`src/rtl/control_unit_pkg.sv`:
```
`timescale 1ns/1ps
// Shared encodings for the 8-bit micro controller: opcodes, operand-select bit,
// ALU flag indices and sequencer state encoding.
package control_unit_pkg;

    // ALU class: opcode[7:4]==0, opcode[3] selects memory (X) or immediate operand
    localparam logic [7:0] OP_LOAD_I  = 8'h00;
    localparam logic [7:0] OP_ADD_I   = 8'h01;
    localparam logic [7:0] OP_SUB_I   = 8'h02;
    localparam logic [7:0] OP_AND_I   = 8'h03;
    localparam logic [7:0] OP_LOAD_X  = 8'h08;
    localparam logic [7:0] OP_ADD_X   = 8'h09;
    localparam logic [7:0] OP_SUB_X   = 8'h0A;
    localparam logic [7:0] OP_AND_X   = 8'h0B;
    localparam logic [7:0] OP_STORE_X = 8'h20;
    localparam logic [7:0] OP_JMP     = 8'h30;
    localparam logic [7:0] OP_JZ      = 8'h31;
    localparam logic [7:0] OP_JC      = 8'h32;
    localparam logic [7:0] OP_JN      = 8'h33;
    localparam logic [7:0] OP_JV      = 8'h34;
    localparam logic [7:0] OP_HALT    = 8'h3F;

    localparam int   ALU_OPER2_BIT = 3;
    localparam logic ALU_OPER2_X   = 1'b1;

    localparam int CARRY = 0;
    localparam int OV    = 1;
    localparam int ZERO  = 2;
    localparam int NEG   = 3;

    typedef enum logic [2:0] {
        FETCH_OP  = 3'd0,
        FETCH_ARG = 3'd1,
        READ_MEM  = 3'd2,
        EXEC      = 3'd3,
        WRITE_MEM = 3'd4,
        HALT      = 3'd5
    } state_t;

    function automatic logic is_alu_op(input logic [3:0] op_class);
        return (op_class == 4'h0);
    endfunction

endpackage

```
`src/rtl/control_unit_branch_cond.sv`:
```
`timescale 1ns/1ps
// Branch resolution: flags which opcodes are jumps and whether the jump is taken
// given the current ALU flags.
module branch_cond
    import control_unit_pkg::*;
#(
    parameter int N_ADDRESS = 8
) (
    input  logic [N_ADDRESS-1:0] ir,
    input  logic [3:0]           flags,
    output logic                 take_jump,
    output logic                 is_jump
);

    // Decode jump opcodes against the flag they test
    always_comb begin
        take_jump = 1'b0;
        is_jump   = 1'b1;
        case (ir)
            OP_JMP:  take_jump = 1'b1;
            OP_JZ:   take_jump = flags[ZERO];
            OP_JC:   take_jump = flags[CARRY];
            OP_JN:   take_jump = flags[NEG];
            OP_JV:   take_jump = flags[OV];
            default: is_jump   = 1'b0;
        endcase
    end

endmodule

```
`src/rtl/control_unit.sv`:
```
`timescale 1ns/1ps
// Fetch/decode/sequence controller: fetches opcode+operand over one handshaked
// port, reads memory operands, strobes the ALU, stores AR and resolves branches.
module control_unit
    import control_unit_pkg::*;
#(
    parameter int WIDTH     = 8,
    parameter int N_ADDRESS = 8
) (
    input  logic                 clk,
    input  logic                 arst,
    output logic [N_ADDRESS-1:0] mem_addr,
    output logic                 mem_rd,
    output logic                 mem_wr,
    output logic [WIDTH-1:0]     mem_wdata,
    input  logic [WIDTH-1:0]     mem_rdata,
    input  logic                 mem_ack,
    input  logic [WIDTH-1:0]     AR,
    input  logic [3:0]           Flags,
    output logic [N_ADDRESS-1:0] IR,
    output logic [WIDTH-1:0]     IBR,
    output logic [WIDTH-1:0]     MBR,
    output logic                 Exec,
    output logic [N_ADDRESS-1:0] pc,
    output logic                 halted
);

    state_t                 state_r;
    logic [N_ADDRESS-1:0]   pc_inc_s;
    logic                   take_jump_s;
    logic                   is_jump_s;

    assign pc_inc_s  = pc + N_ADDRESS'(1);
    assign mem_wdata = AR;

    branch_cond #(
        .N_ADDRESS (N_ADDRESS)
    ) u_branch_cond (
        .ir        (IR),
        .flags     (Flags),
        .take_jump (take_jump_s),
        .is_jump   (is_jump_s)
    );

    // Sequencer state, program counter and instruction/operand registers
    always_ff @(posedge clk) begin
        if (arst) begin
            state_r <= FETCH_OP;
            pc      <= '0;
            IR      <= '0;
            IBR     <= '0;
            MBR     <= '0;
        end else begin
            case (state_r)
                FETCH_OP: begin
                    if (mem_ack) begin
                        IR      <= mem_rdata;
                        pc      <= pc_inc_s;
                        state_r <= FETCH_ARG;
                    end
                end
                FETCH_ARG: begin
                    if (mem_ack) begin
                        IBR <= mem_rdata;
                        // Flags are sampled here, after the previous Exec committed
                        if (is_jump_s && take_jump_s) begin
                            pc <= mem_rdata;
                        end else begin
                            pc <= pc_inc_s;
                        end
                        if (is_alu_op(IR[7:4])) begin
                            state_r <= (IR[ALU_OPER2_BIT] == ALU_OPER2_X) ? READ_MEM : EXEC;
                        end else if (IR == OP_STORE_X) begin
                            state_r <= WRITE_MEM;
                        end else if (IR == OP_HALT) begin
                            state_r <= HALT;
                        end else begin
                            state_r <= FETCH_OP;
                        end
                    end
                end
                READ_MEM: begin
                    if (mem_ack) begin
                        MBR     <= mem_rdata;
                        state_r <= EXEC;
                    end
                end
                EXEC:      state_r <= FETCH_OP;
                WRITE_MEM: begin
                    if (mem_ack) begin
                        state_r <= FETCH_OP;
                    end
                end
                HALT:      state_r <= HALT;
                default:   state_r <= FETCH_OP;
            endcase
        end
    end

    // Moore decode of the memory port and strobes; requests are gated off during reset
    always_comb begin
        mem_rd   = 1'b0;
        mem_wr   = 1'b0;
        mem_addr = pc;
        Exec     = 1'b0;
        halted   = 1'b0;
        case (state_r)
            FETCH_OP, FETCH_ARG: mem_rd = ~arst;
            READ_MEM: begin
                mem_rd   = ~arst;
                mem_addr = IBR;
            end
            WRITE_MEM: begin
                mem_wr   = ~arst;
                mem_addr = IBR;
            end
            EXEC:    Exec   = 1'b1;
            HALT:    halted = 1'b1;
            default: mem_addr = pc;
        endcase
    end

endmodule
```
`config.mk`:
```
export PLATFORM = sky130hd
export DESIGN_NAME = control_unit
export DESIGN_NICKNAME = d
export VERILOG_FILES = /design/src/rtl/control_unit_pkg.sv /design/src/rtl/control_unit_branch_cond.sv /design/src/rtl/control_unit.sv
export SDC_FILE = /design/constraint.sdc
export NUM_CORES = 1
export LEC_CHECK = 0
export CAP_MARGIN = 5
export CORE_AREA = 4 4 61 118
export CTS_CLUSTER_SIZE = 30
export DETAILED_ROUTE_END_ITERATION = 10
export DIE_AREA = 0 0 65 122
export GPL_TIMING_DRIVEN = 0
export PLACE_DENSITY = 0.64
export SLEW_MARGIN = 20
export SYNTH_ARGS = -nofsm -noshare
export SYNTH_HDL_FRONTEND = slang
export SYNTH_HIERARCHICAL = 1
export SYNTH_SLANG_ARGS = --single-unit
export TNS_END_PERCENT = 50
```
`constraint.sdc`:
```
create_clock -name clk -period 2.08 [get_ports clk]
set_input_delay 0.416 -clock clk [delete_from_list [all_inputs] [get_ports clk]]
set_output_delay 0.416 -clock clk [all_outputs]
set_load 0.05 [all_outputs]
```
==> flow_summary_export.csv <==
group,metric,value,unit
timing,rsz0062_at_grt,"yes",
min_path,hold_path.class,"flop to flop",
floorplan,start_util,0.290,
logic_synthesis,synth_cell_type_count,44,
clocking,clockRootBuffer,"clkbuf_16",
drt,drtPass1Iterations,4,
final_layout,diodes,0,
clocking,clock_latency,0.28,ns
logic_synthesis,yosysSeqAreaShare,0.384,
timing,setup_viol,1,
grt,grt_pass1_wl,9330,um
drt,via_per_inst,4.86,
clocking,cts_buffer_depth,2,
logic_synthesis,synth_area_leader_cell,"dfxtp_1",
grt,grt-ovfl-total,0,
clocking,hold_buffers,0,
clocking,clock_sinks,35,
run_status,status,"finished, violations left",
place,dpl_worst_slack,-1.01,ns
timing,finalMaxSlewViolations,0,
logic_synthesis,synth_seq_cells,35,
floorplan,core-area,6310,sq um
pwr,p_per_area,657,nW/um^2
final_layout,final_nets,318,
critical_path,crit_slowest_cell,"clkdlybuf4s50_1",
critical_path,worstRegToRegCells,9,
critical_path,cp_num_buf_inv,4,
grt,first_global_vias,1853,
timing,tightest_slew,0.555,ns
final_layout,drive_above_1_share,0.237,
drt,dr.first_iter.drc_count,57,
critical_path,r2r-start,"IR[2]",
pwr,total_power,1.94,mW
floorplan,rows,41,
critical_path,cp.arrival,1.67,ns
run,drv_cap,0,
drt,wl_per_cell,15.7,um
timing,timing.final.ws_setup,-0.00811,ns
timing,clock_skew,0.00447,ns
logic_synthesis,synth_ff_type,"dfxtp_1",
timing,period_needed,2.09,ns
floorplan,die_y,122,um
final_layout,stdcell_count,381,
run_status,violations,"setup timing",
clocking,cts_tree,"done",
logic_synthesis,synth.area.top_cells,"dfxtp_1 38%, mux2i_1 9.9%, nand2_1 5.8%, nor2_1 3.9%, buf_4 3.7%",
timing,fmaxAchievable,0.479,GHz
timing,hold_viol,0,
logic_synthesis,syn_nets,237,
critical_path,worstSetupPathType,"input pin to output pin",
min_path,hold_start,"MBR[3]",
clocking,cts.htree.levels,2,
drt,route.antenna.remaining_nets,0,
floorplan,dieArea,7930,sq um
critical_path,crit_family,"buffers and inverters",
timing,relSlewSlack,0.629,
drt,drt-total-wl,5970,um
min_path,holdPathEnd,"MBR[3]",
logic_synthesis,yosys_warnings,6,
place,placedCellCount,365,
floorplan,fp.dieW,65,um
drt,vias,1852,
place,io_buffer_count,66,
pwr,p_leak,1.10,nW
timing,fin_crit_sh,1.00,
grt,antenna_found_initial,0,
logic_synthesis,postSynthCellCount,213,
clocking,numCtsBuffers,5,
final_layout,syn_to_final_growth,61.6,%
logic_synthesis,async_flop_share,0,
critical_path,worstPathCellList,"clkdlybuf4s50_1, buf_4, buf_4, a211oi_1, buf_4",
critical_path,r2r_setup_slack,0.09,ns
logic_synthesis,synth_edf_count,0,
logic_synthesis,netlist_area,1830,sq um
critical_path,cp_max_fo,10,
grt,grt_start_max_net_pins,12,
logic_synthesis,syn_area_per_cell,8.58,sq um
final_layout,fin_area,2950,sq um
place,hpwl,4420,um
min_path,holdPathStages,2,
place,dpl-instance-area,2600,sq um
drt,drc_errors,0,
critical_path,worst_setup_path_start_kind,"input pin",
grt,grt_usage,0.152,
timing,hold_slack,0.499,ns
critical_path,cp_slowest_stage_delay,0.42,ns
critical_path,critPathRequiredTime,1.66,ns
floorplan,io_pins,75,
clocking,clk_pin_slew_worst_paths,0.05,ns
place,gp_congestion,0.878,
critical_path,r2r_end,"pc[0]",
pwr,ir_drop,0.510,mV
logic_synthesis,yosys.area.top_type_share,0.384,
critical_path,worstSetupEndpointType,"output pin",
critical_path,crit_top_cell,"buf_4",
[stage by stage]
| stage | TNS (ns) | util |
|---|---|---|
| after floorplan | -3.24 | - |
| after global placement | -9.70 | 0.412 |
| after detailed placement | -10.28 | 0.412 |
| after CTS | -0.327 | 0.440 |
| after global routing | -0.224 | 0.468 |
| final | -0.00811 | 0.468 |
[kinds of logic after synthesis]
kind of cell	after synthesis	share of synthesized area
AO/OA/AOI/OAI	46	0.166
XOR/XNOR	1	0.00480
multiplexers	21	0.117
flip-flops	35	0.384
buffers and inverters	29	0.0877
AND/OR/NAND/NOR	80	0.234
adder cells (fa/ha/maj)	1	0.00685
[layout make-up]
type,count,area (sq um)
buffer,19,153
clock buffer,6,129
clock inverter,2,12.5
fill,611,3360
inverter,10,37.5
multi-input combinational,149,1070
sequential,35,712
tap,86,108
timing repair buffer,74,732
[tightest hold or removal path, delay by kind of cell, from the launching register on]
family        cells  cell delay (ns)
flops             1             0.32
mux               1             0.06
simple gates      1             0.07
[registers in the layout, indices dropped and copies added, names as in the netlist]
register and flops:
IBR 8, IR 8, MBR 8, pc 8, state_r 3
[layout by cell type, fill, tap and decap left out, types with 4 or more instances in the layout]
cell             instances
a21oi_1                 13
and3_1                   4
buf_2                    4
buf_4                   18
buf_6                   11
clkbuf_1                 4
clkbuf_16                5
clkdlybuf4s50_1         50
dfxtp_1                 30
dlymetal6s2s_1           4
inv_1                   10
mux2i_1                 18
nand2_1                 26
nand3_1                  5
nor2_1                  18
nor3_1                   5
o21ai_2                  4
o32ai_1                  4
[layer usage]
metal,vias up,GRT usage,part of all wire
met5,-,0,0
met4,0,0.0702,0.028
met3,12,0.0268,0.045
met2,66,0.283,0.55
met1,861,0.160,0.38
li1,913,-,-
[report_power, final]
part	total [mW]	internal (mW)	leakage (nW)	switching [mW]
Combinational	0.480	0.185	0.743	0.295
Clock	0.717	0.441	0.0669	0.276
Sequential	0.741	0.701	0.287	0.0402
Total	1.94	1.33	1.10	0.611
[what timing repair did]
action                                 CTS  global route
setup endpoints to repair               20            26
gates resized for setup                 92            43
pin swaps                                4            11
endpoints found under the hold margin    0             0
setup buffers                            1             6
cloned                                   1             0
[cells in the mapped netlist (4+ instances only)]
library cell / number
and3_1: 4
nor2_1: 19
nand2_1: 28
a21oi_1: 13
o32ai_1: 5
nor3_1: 5
nand3_1: 5
o21ai_0: 9
clkbuf_1: 6
inv_1: 10
buf_4: 9
dfxtp_1: 35
mux2i_1: 18
[worst max-delay path by stage]
| stage | endpoint | slack [ns] | cells past startpoint | startpoint |
|---|---|---|---|---|
| 3_5_place_dp | mem_rd | -1.01 | 5 | arst |
| 6_report | mem_rd | -0.008 | 5 | arst |
| 5_1_grt | mem_rd | -0.06 | 5 | arst |
| 4_1_cts | pc[5] | -0.13 | 8 | Flags[1] |
| 2_1_floorplan | mem_addr[2] | -0.37 | 5 | state_r[2] |
| 3_3_place_gp | mem_rd | -0.98 | 5 | arst |
Power figures use the tool's default switching activity.
